**src/rtl/mux_tree_pipe.sv**
```systemverilog
// Pipelined N:1 binary mux tree, one registered 2:1 level per select bit (latency SEL_W cycles).
// Per-stage valid/ready: empty stages keep filling under stall, in_ready drops only when every stage is full.
module mux_tree_pipe #(
  parameter int N_IN   = 16,
  parameter int DATA_W = 8,
  localparam int SEL_W = $clog2(N_IN)
) (
  input  logic                     clk,
  input  logic                     rst_n,
  input  logic [N_IN*DATA_W-1:0]   in_data,
  input  logic [SEL_W-1:0]         in_sel,
  input  logic                     in_valid,
  output logic                     in_ready,
  output logic [DATA_W-1:0]        out_data,
  output logic [SEL_W-1:0]         out_sel,
  output logic                     out_valid,
  input  logic                     out_ready
);

  localparam int L = SEL_W;

  for (genvar k = 1; k <= L; k++) begin : g_lvl
    localparam int NP = N_IN >> k;

    logic [2*NP*DATA_W-1:0] w_prev;
    logic [SEL_W-1:0]       w_up_sel;
    logic                   w_up_vld;
    logic                   w_dn_rdy;
    logic                   w_rdy;
    logic [NP*DATA_W-1:0]   w_nxt;
    logic [NP*DATA_W-1:0]   r_dat;
    logic [SEL_W-1:0]       r_sel;
    logic                   r_vld;

    if (k == 1) begin : g_src
      assign w_prev   = in_data;
      assign w_up_sel = in_sel;
      assign w_up_vld = in_valid;
    end else begin : g_chain
      assign w_prev   = g_lvl[k-1].r_dat;
      assign w_up_sel = g_lvl[k-1].r_sel;
      assign w_up_vld = g_lvl[k-1].r_vld;
    end

    // Ready ripples back from the consumer; an empty stage always accepts.
    if (k == L) begin : g_last
      assign w_dn_rdy = out_ready;
    end else begin : g_mid
      assign w_dn_rdy = g_lvl[k+1].w_rdy;
    end
    assign w_rdy = w_dn_rdy | ~r_vld;

    // Each stage resolves one select bit, LSB first, using the sel that travels with its data.
    always_comb begin
      w_nxt = '0;
      for (int j = 0; j < NP; j++) begin
        w_nxt[j*DATA_W +: DATA_W] = w_up_sel[k-1] ? w_prev[(2*j+1)*DATA_W +: DATA_W]
                                                  : w_prev[(2*j)*DATA_W +: DATA_W];
      end
    end

    always_ff @(posedge clk or negedge rst_n) begin
      if (!rst_n) begin
        r_vld <= 1'b0;
        r_dat <= '0;
        r_sel <= '0;
      end else if (w_rdy) begin
        r_vld <= w_up_vld;
        if (w_up_vld) begin
          r_dat <= w_nxt;
          r_sel <= w_up_sel;
        end
      end
    end
  end

  assign in_ready  = g_lvl[1].w_rdy;
  assign out_data  = g_lvl[L].r_dat;
  assign out_sel   = g_lvl[L].r_sel;
  assign out_valid = g_lvl[L].r_vld;

endmodule

```
**config.mk**
```make
export PLATFORM = sky130hd
export DESIGN_NAME = mux_tree_pipe
export DESIGN_NICKNAME = d
export VERILOG_FILES = /design/src/rtl/mux_tree_pipe.sv
export SDC_FILE = /design/constraint.sdc
export NUM_CORES = 1
export LEC_CHECK = 0
export ABC_AREA = 1
export BUFFER_PORTS_ARGS = -buffer_cell sky130_fd_sc_hd__buf_2
export CAP_MARGIN = 25
export CORE_MARGIN = 2
export CORE_UTILIZATION = 25
export DETAILED_ROUTE_END_ITERATION = 7
export PLACE_DENSITY = 0.41
export SLEW_MARGIN = 20
export SYNTH_ARGS = -nofsm -noshare
export SYNTH_HDL_FRONTEND = slang
export SYNTH_SLANG_ARGS = --single-unit
```
**constraint.sdc**
```tcl
create_clock -name clk -period 1.65 [get_ports clk]
set_clock_uncertainty 0.05 [all_clocks]
set_input_delay 0.4125 -clock clk [delete_from_list [all_inputs] [get_ports clk]]
set_output_delay 0.4125 -clock clk [all_outputs]
set_load 0.05 [all_outputs]
```
Word level (Yosys, flattened, before mapping)

Cells that the tools add are included.

Output and inout port bits: 14
Input port bits: 136
Bits in registers: 140

Muxes and demuxes: 15
Bitwise gates (word level): 8
Reduce and logical (&&, ||, !) cells: 4

Operators by type and width:

| operator            | number |
|---|---|
| two-way mux 8 bit   | 15 |
| AND reduction 2 bit | 4 |
| NOT 1 bit           | 4 |
| OR 1 bit            | 4 |

Depth between registers and ports, before layout

Gate-level depths: netlist (run 1).

Depth after elaboration: 6
Depth in mapped cells: 8
Gate-level depth less buffers: 7

Worst setup path before layout (run 1)

No wires, ideal clock.

Kind: register -> output
Start point: register g_lvl[4].r_vld (netlist: out_valid)
End point: output port in_ready
Slack: -341 ps
Data required time: 1187 ps
Path buffers: 1
Arrival: 1528 ps
Cell stages (with the launch flop): 5
Cells stage by stage: dfrtp_1 -> inv_1 -> nor2_4 -> nand4_2 -> clkbuf_1

Cells in the longest elaborated chain, start to end: 5

Ends and longest elaborated chain:

| item                   | RTL line | source |
|---|---|---|
| start, declared        | 33       | `logic r_vld;` |
| start signal, assigned | 68       | `r_vld <= w_up_vld;` |
| NOT 1 bit              | 51       | `assign w_rdy = w_dn_rdy \| ~r_vld;` |
| OR 1 bit (4 in series) | 51       |  |
| end, declared          | 13       | `output logic in_ready,` |

No other way between the ends.

Final worst setup path (run 1)

Ends and elaborated chain as after synthesis.

==> results of run 1 <==
==> critical path: cells and delay by family, from the launching register on <==
kind / cells / cell delay, ns
DFF: 1 / 0.36
buffers and inverters: 2 / 0.24
and+or+nand+nor: 2 / 0.26
==> sequential cells by signal, summed over array words and instances (netlist names) <==
| name | count |
|---|---|
| g_lvl.r_dat | 112 |
| g_lvl.r_sel | 12 |
| g_lvl.r_vld | 3 |
| out_data | 8 |
| out_sel | 4 |
| out_valid | 1 |
==> timing repair <==
| item | CTS | global route |
|---|---|---|
| setup endpoints to repair | 1 | 2 |
| hold buffers | 1 | 0 |
| setup buffers | 2 | 1 |
| resized for setup | 4 | 2 |
| pin swaps | 1 | 1 |
| hold endpoints to repair | 15 | 0 |
==> synthesized netlist by cell type <==
cell and n:
buf_6 2, nand3_1 72, buf_4 1, nand3_2 1, clkinv_1 2, nor2_1 1
o21ai_0 160, nand2_2 1, nand4_2 1, buf_1 10, buf_2 15, inv_1 110
clkbuf_1 32, nand2_1 384, nor2_4 1, dfrtp_1 140
==> area by class of cell <==
cell class	instances	share of cell area, %
multi-input combinational	621	30.3
inverter	112	4.79
timing repair buffer	177	13.2
sequential	140	39.9
clock buffer	18	5.00
tap	341	4.86
clock inverter	14	1.95
==> through the flow <==
stage                     power (mW)  setup WS (ns)  hold slack (ns)  std cells  cell area (um^2)
after floorplan                 7.54         0.0112           0.0669        933              6840
after global placement          8.97         0.0153            0.236       1387              8120
after detailed placement        9.01         0.0295            0.235       1387              8120
after CTS                       13.1         -0.155            0.151       1422              8770
after global routing            13.8         -0.149            0.158       1423              8780
final                           12.9        -0.0850            0.173       1423              8780
==> worst max path at each step <==
stage	from	endpoint	slack, ns	cells past startpoint
final	out_valid$_DFFE_PN0P_	in_ready	-0.09	4
after global routing	out_valid$_DFFE_PN0P_	in_ready	-0.15	4
after CTS	out_valid$_DFFE_PN0P_	in_ready	-0.16	4
after detailed placement	out_ready	in_ready	0.03	4
after global placement	out_ready	in_ready	0.02	4
after floorplan	out_valid$_DFFE_PN0P_	in_ready	0.01	4
==> layer usage <==
layer	up-vias	routed length [um]	global-route usage [%]
met4	0	179	3.90
met1	2613	9490	19.6
li1	3167	-	-
met2	114	7680	19.8
met5	-	0	0
met3	12	733	2.78
==> logic make-up (layout without fill, tap and decap cells) <==
kind of cell | count (synthesis) | in the layout | synth area share [%]
flops | 140 | 140 | 51.3
simple gates | 461 | 461 | 27.0
compound gates | 160 | 160 | 11.7
buf+inv | 172 | 321 | 10.0
==> power by group through the flow <==
stage	Clock, mW	Sequential (mW)	Combinational (mW)
finish	3.95	5.05	3.86
CTS	4.07	5.06	3.94
global placement	0	5.09	3.88
floorplan	0	5.42	2.11
global route	4.20	5.19	4.45
detailed placement	0	5.11	3.90
==> reports/results.ini, run 1 <==
[timing]
timing.final.ws_setup_ns = -0.0850
rsz0062_at_grt = yes
fin_tns_setup_ns = -0.0850
final-setup-viol-count = 1
hold_violations = 0
final.min_clock_period_ns = 1.74
fmax_mhz = 576
period_share_pct = 105
maxSlewViolCount = 0
relSlewSlack_pct = 59.9
tightest_slew_ns = 0.598

[clock_network]
cts-root-buf = clkbuf_16
cts_buffers = 17
htree_num_levels = 4
cts_tree = built
cts.sinks = 140
clk_pin_slew_ns = 0.06
insertion_delay_ns = 0.42
cts.path.max_buffers = 2

[floorplanning]
die_height_um = 169
io-pin-count = 150
coreArea_mm2 = 0.0269
start_util_pct = 25.4
die_w_um = 169
dieArea_mm2 = 0.0287
rows = 60

[routing]
drt_pass1_iterations = 4
drt_iter0_drc = 348
drtAntennaViolNets = 0
num_vias = 5906
viasPerCell = 4.15
route.detailed.drc = 0
post_drt_wl_per_cell_um = 12.7
routed_wirelength_um = 18100

[power_and_ir_drop]
clkPwrFrac_pct = 30.7
swShare_pct = 35.9
ir_worst_vdd_v = 0.000838
p_leak_nw = 4.76
power_frac_comb_pct = 30.0
power_switching_mw = 4.62
power_density_mw_per_mm2 = 1460
p_int_mw = 8.24
seq_power_share_pct = 39.2

[final_layout]
finalCoreUtilization_pct = 32.7
fillerInstances = 2973
drive_above_1_share_pct = 20.0
final_cell_mix = 383 x nand2_1, 160 x o21ai_0, 146 x buf_2, 138 x dfrtp_1, 109 x inv_1
final_nets = 1205
final_common_cell = nand2_1
regArea_mm2 = 0.00351
multiInputGateArea_mm2 = 0.00266
area_growth_pct = 28.5
insertedDiodeCount = 0

[setup_path]
cp.required_ns = 1.19
critPathLaunchType = flip-flop
reg2reg_depth = 5
r2r-end = g_lvl[1].r_dat[1]$_DFFE_PN0P_
crit_path_end_kind = output pin
critPathSlowestCell = dfrtp_2
ff2ff_setup_slack_ns = 0.15
r2r-start = g_lvl[1].r_vld$_DFFE_PN0P_
critPathKind = reg -> out
path_cells = inv_2 > nor2_4 > nand4_4 > buf_8
cp_max_fo = 2
critical_path_arrival_ns = 1.27
max_stage_delay_ns = 0.36

[synthesis]
yosysTopAreaCell = dfrtp_1
synth_fp_nets = 1069
ys_seq_area_share_pct = 51.3
synth_area_leaders = dfrtp_1 51%, nand2_1 21%, o21ai_0 12%
synthesis.instances = 933
synth_top_area_share_pct = 51.3
synth_area_mm2 = 0.00683
synth_cell_types = 16
yosys_warnings = 0
synth.ff_latch_count = 140
avgSynthCellArea_um2 = 7.32

[worst_hold_path]
hold_path.class = in -> reg
min_from = in_sel[1]
min_to = g_lvl[1].r_sel[1]$_DFFE_PN0P_
hold_depth = 3

[placed_design]
post-dp-hpwl_um = 12500
place.gp.congestion = 0.715
portBuffers = 149

[global_route]
track_usage_pct = 13.4
grt_pass1_vias = 5744
grt_pass1_wl_um = 30200
grt-ovfl-total = 0
antenna_found_initial = 1
grt_max_degree = 73

[run_status]
violations = negative setup slack
status = finished with violations

[run]
max_cap_viol_count = 0

Power figures use the tool's default switching activity.
==> inputs of run 2 (changes only) <==
- CTS_BUF_LIST: not set -> sky130_fd_sc_hd__clkbuf_4
- CTS_CLUSTER_SIZE: not set -> 24
- clock period: 1.65 -> 1.6 ns (I/O delays scaled with it)
==> reports/results.ini, run 2 (synthesized netlist as in run 1, its figures left out) <==
[floorplanning]
io-pin-count = 150  ; unchanged
rows = 60  ; unchanged
die_height_um = 169  ; unchanged
coreArea_mm2 = 0.0269  ; unchanged
start_util_pct = 25.4  ; unchanged
dieArea_mm2 = 0.0287  ; unchanged
die_w_um = 169  ; unchanged

[placed_design]
post-dp-hpwl_um = 12800  ; +2.5%
place_area_mm2 = 0.00815  ; +0.40%
place.gp.congestion = 0.702  ; -1.8%
portBuffers = 149  ; unchanged
place_ws_ns = -0.0214  ; -0.0509 ns
post-place-cells = 1393  ; +0.43%

[clock_network]
cts.sinks = 140  ; unchanged
htree_num_levels = 4  ; unchanged
cts-root-buf = clkbuf_4
insertion_delay_ns = 0.54  ; +0.12 ns
clk_pin_slew_ns = 0.12  ; +0.06 ns
cts_tree = built
cts_buffers = 17  ; unchanged
cts.path.max_buffers = 2  ; unchanged

[global_route]
grt_max_degree = 66  ; -9.6%
grt_pass1_vias = 5840  ; +1.7%
track_usage_pct = 13.1  ; -0.25 points
grt-ovfl-total = 0  ; unchanged
antenna_found_initial = 1  ; unchanged
grt_pass1_wl_um = 29800  ; -1.5%

[run]
max_cap_viol_count = 0  ; unchanged

[timing]
rsz0062_at_grt = yes
fmax_mhz = 521
tightest_slew_ns = 0.400  ; -0.198 ns
maxSlewViolCount = 0  ; unchanged
final.min_clock_period_ns = 1.92
final-setup-viol-count = 2  ; +1
relSlewSlack_pct = 73.1  ; +13 points
hold_violations = 0  ; unchanged
timing.final.ws_setup_ns = -0.320  ; -0.234 ns
period_share_pct = 120

[power_and_ir_drop]
power_mw = 12.3  ; -4.0%
ir_worst_vdd_v = 0.000432  ; -48%
power_density_mw_per_mm2 = 1400  ; -4.1%
p_leak_nw = 4.77  ; +0.30%

[worst_hold_path]
hold_path.class = in -> reg

[routing]
route.detailed.drc = 0  ; unchanged
drt_pass1_iterations = 4  ; unchanged
drt_iter0_drc = 228  ; -34%
post_drt_wl_per_cell_um = 12.8  ; +0.95%
drtAntennaViolNets = 0  ; unchanged
viasPerCell = 4.14  ; -0.24%
num_vias = 5979  ; +1.2%
routed_wirelength_um = 18500  ; +2.4%

[setup_path]
critical_path_arrival_ns = 1.47  ; +0.20 ns
cp.required_ns = 1.15  ; -0.04 ns
crit_path_end_kind = output pin
cp_max_fo = 4  ; +2
critPathKind = reg -> out
ff2ff_setup_slack_ns = 0.11  ; -0.04 ns
critPathLaunchType = flip-flop

[final_layout]
largest_register_ffs = 112  ; unchanged
final_area_mm2 = 0.00879  ; about the same
fillerInstances = 2949  ; -0.81%
drive_above_1_share_pct = 21.1  ; +1.2 points
final_cell_mix = 383 x nand2_1, 160 x o21ai_0, 138 x dfrtp_1, 134 x buf_2, 109 x inv_1
area_growth_pct = 28.6  ; about the same
regMostFlops = g_lvl.r_dat
final_common_cell = nand2_1
finalCoreUtilization_pct = 32.7  ; about the same
layout.cells.non_filler = 1444  ; +1.5%
final_nets = 1225  ; +1.7%

[run_status]
violations = negative setup slack
status = finished with violations

run 2: final timing paths:
path	cells after the start	from	end
setup / recovery	4	out_valid$_DFFE_PN0P_	in_ready
hold / removal	3	in_sel[2]	g_lvl[1].r_sel[2]$_DFFE_PN0P_
setup reg to reg	7	out_valid$_DFFE_PN0P_	g_lvl[1].r_dat[3]$_DFFE_PN0P_
hold reg to reg	2	g_lvl[1].r_dat[3]$_DFFE_PN0P_	g_lvl[1].r_dat[3]$_DFFE_PN0P_
max in group asynchronous	3	rst_n	g_lvl[2].r_dat[15]$_DFFE_PN0P_
min in group asynchronous	2	rst_n	out_sel[1]$_DFFE_PN0P_
run 2: timing repair:
item                                    CTS  global route
setup buffers                             9             4
endpoints found under the setup margin   14            90
gates resized for setup                  29             6
hold endpoints to repair                142             0
pin swaps                                 1             1
cloned                                    0             2
hold buffers                              3             0
run 2: layout make-up:
| cell class | instances | area (um^2) | share of cell area (%) |
|---|---|---|---|
| flip-flops and latches | 140 | 3510 | 39.9 |
| clock inverters | 13 | 196 | 2.24 |
| repair buffers | 197 | 1420 | 16.1 |
| well taps | 341 | 427 | 4.86 |
| multi-input cells | 621 | 2670 | 30.4 |
| inverters | 112 | 424 | 4.83 |
| clock buffers | 19 | 143 | 1.62 |
| diodes | 1 | 2.50 | 0.0285 |
run 2: where the power goes:
part | leakage (nW) | internal, mW | total (mW) | switching (mW)
clock network | 0.178 | 1.42 | 2.74 | 1.32
registers | 1.74 | 4.62 | 5.21 | 0.589
logic | 2.86 | 1.72 | 4.39 | 2.67
run 2: routing by layer:
metal / wire [um] / GRT usage, % / vias up
met5: 0 / 0 / -
met4: 78 / 2.45 / 0
met3: 680 / 3.52 / 6
met2: 7960 / 19.6 / 102
met1: 9810 / 19.1 / 2659
li1: - / - / 3212
run 2: critical path: stages (launching register included):
cell,delay (ns)
dfrtp_2,0.38
inv_2,0.05
nor2_4,0.17
nand4_4,0.15
buf_8,0.19
run 2: through the flow:
stage                     TNS (ns)  hold WS, ns
final                       -0.335       0.0903
after CTS                   -0.548       0.0525
after detailed placement    -0.178        0.219
after global routing         -1.13       0.0281
after floorplan                  0       0.0544
after global placement     -0.0656        0.221
==> inputs of run 3 (changes only) <==
- CORE_UTILIZATION: 25 -> 45
- HOLD_SLACK_MARGIN: not set -> 0.15
- PLACE_DENSITY: 0.41 -> 0.66
- SLEW_MARGIN: 20 -> not set
==> reports/results.ini, run 3 (synthesized netlist as in run 1, its figures left out) <==
[global_route]
grt_max_degree = 76  ; +15%
antenna_found_initial = 1  ; unchanged
grt_pass1_vias = 5757  ; -1.4%
track_usage_pct = 20.5  ; +7.4 points
grt-ovfl-total = 0  ; unchanged
grt_pass1_wl_um = 26800  ; -10%

[floorplanning]
die_w_um = 127  ; -25%
start_util_pct = 45.5  ; +20 points
die_height_um = 127  ; -25%
rows = 45  ; -25%
dieArea_mm2 = 0.0162  ; -44%
coreArea_mm2 = 0.0150  ; -44%
io-pin-count = 150  ; unchanged

[worst_hold_path]
hold_depth = 5  ; +2
min_from = in_data[97]
hold_path.class = in -> reg
min_to = g_lvl[1].r_dat[49]$_DFFE_PN0P_

[run]
max_cap_viol_count = 0  ; unchanged

[routing]
routed_wirelength_um = 16000  ; -13%
drt_pass1_iterations = 5  ; +1
drt_iter0_drc = 393  ; +72%
num_vias = 6326  ; +5.8%
viasPerCell = 4.72  ; +14%
route.detailed.drc = 0  ; unchanged
drtAntennaViolNets = 0  ; unchanged
post_drt_wl_per_cell_um = 12.0  ; -6.8%

[setup_path]
cp.required_ns = 1.15  ; about the same
critPathLaunchType = flip-flop
r2r-start = out_valid$_DFFE_PN0P_
ff2ff_setup_slack_ns = 0.08  ; -0.03 ns
cp_max_fo = 2  ; -2
r2r-end = g_lvl[1].r_sel[3]$_DFFE_PN0P_
reg2reg_depth = 8  ; +1
crit_path_end_kind = output pin
critPathKind = reg -> out
critical_path_arrival_ns = 1.44  ; -0.03 ns

[timing]
timing.final.ws_setup_ns = -0.289  ; +0.0304 ns
hold_violations = 0  ; unchanged
period_share_pct = 118  ; -1.9 points
maxSlewViolCount = 0  ; unchanged
rsz0062_at_grt = yes
relSlewSlack_pct = 73.0  ; about the same
tightest_slew_ns = 0.402  ; +0.00179 ns
final.min_clock_period_ns = 1.89  ; -0.0304 ns
final-setup-viol-count = 2  ; unchanged
fmax_mhz = 529  ; +1.6%

[clock_network]
cts_tree = built
cts.sinks = 140  ; unchanged
insertion_delay_ns = 0.54  ; about the same
htree_num_levels = 4  ; unchanged
cts-root-buf = clkbuf_4
cts.path.max_buffers = 2  ; unchanged
clk_pin_slew_ns = 0.11  ; about the same
cts_buffers = 17  ; unchanged

[final_layout]
largest_register_ffs = 112  ; unchanged
finalCoreUtilization_pct = 59.7  ; +27 points
layout.cells.non_filler = 1341  ; -7.1%
final_cell_mix = 383 x nand2_1, 160 x o21ai_0, 138 x dfrtp_1, 133 x buf_2, 109 x inv_1
fillerInstances = 1396  ; -53%
final_common_cell = nand2_1
area_growth_pct = 31.4
final_nets = 1279  ; +4.4%
multiInputGateArea_mm2 = 0.00266  ; -0.52%
regArea_mm2 = 0.00351  ; unchanged
final_area_mm2 = 0.00898  ; +2.2%
drive_above_1_share_pct = 18.7  ; -2.5 points
regMostFlops = g_lvl.r_dat

[run_status]
violations = negative setup slack
status = finished with violations

[placed_design]
post-dp-hpwl_um = 10700  ; -16%
post-place-cells = 1237  ; -11%
portBuffers = 149  ; unchanged
place_area_mm2 = 0.00794  ; -2.6%
place.gp.congestion = 0.755  ; +7.6%

[power_and_ir_drop]
ir_worst_vdd_v = 0.000570  ; +32%
p_leak_nw = 4.92  ; +3.2%
power_density_mw_per_mm2 = 1250  ; -11%

-- run 3: worst max-delay path, stage by stage, from the launching register on --
cell and delay, ns:
dfrtp_2 0.38, inv_2 0.05, nor2_4 0.13, nand4_4 0.14, buf_8 0.20
-- run 3: final cells by class --
| cell class | count | area share [%] |
|---|---|---|
| Timing Repair Buffer | 251 | 21.8 |
| Antenna cell | 1 | 0.0279 |
| Multi-Input combinational cell | 621 | 29.6 |
| Sequential cell | 140 | 39.1 |
| Clock buffer | 23 | 1.92 |
| Clock inverter | 5 | 0.265 |
| Inverter | 112 | 4.68 |
| Tap cell | 188 | 2.62 |
-- run 3: per-stage QoR --
| stage | hold WS, ns | TNS (ns) | power, mW | worst slack (ns) |
|---|---|---|---|---|
| floorplan | 0.0544 | 0 | 7.78 | 0.00335 |
| global placement | 0.257 | 0 | 9.00 | 0.0506 |
| detailed placement | 0.254 | 0 | 9.10 | 0.0307 |
| CTS | 0.150 | -0.388 | 11.2 | -0.327 |
| global route | 0.184 | -0.537 | 12.1 | -0.370 |
| finish | 0.181 | -0.373 | 11.2 | -0.289 |
-- run 3: repair_timing --
| item | in CTS | in global routing |
|---|---|---|
| pin swaps | 0 | 1 |
| resized for setup | 27 | 7 |
| hold buffers | 71 | 0 |
| cloned | 0 | 0 |
| endpoints found under the setup margin | 14 | 44 |
| setup buffers | 1 | 3 |
| endpoints found under the hold margin | 182 | 0 |
-- run 3: per-layer routing --
layer | global-route usage, % | up-vias | part of all wire, %
met5 | 0 | - | 0
met4 | 7.24 | 0 | 1.8
met3 | 4.06 | 25 | 4.5
met2 | 32.0 | 156 | 46
met1 | 28.9 | 2830 | 48
li1 | - | 3315 | -
-- run 3: worst max path at each step --
stage / startpoint / endpoint / slack, ns / cells after the start
5_1_grt: out_valid$_DFFE_PN0P_ / in_ready / -0.37 / 4
3_3_place_gp: out_ready / in_ready / 0.05 / 4
6_report: out_valid$_DFFE_PN0P_ / in_ready / -0.29 / 4
3_5_place_dp: out_ready / g_lvl[1].r_dat[11]$_DFFE_PN0P_ / 0.03 / 6
2_1_floorplan: out_valid$_DFFE_PN0P_ / in_ready / 0.003 / 4
4_1_cts: out_valid$_DFFE_PN0P_ / in_ready / -0.33 / 4
-- run 3: power by group --
part	internal [mW]	switching (mW)	total, mW
Sequential	4.62	0.595	5.22
Combinational	1.68	2.53	4.20
Clock	0.668	1.13	1.79
Total	6.97	4.25	11.2
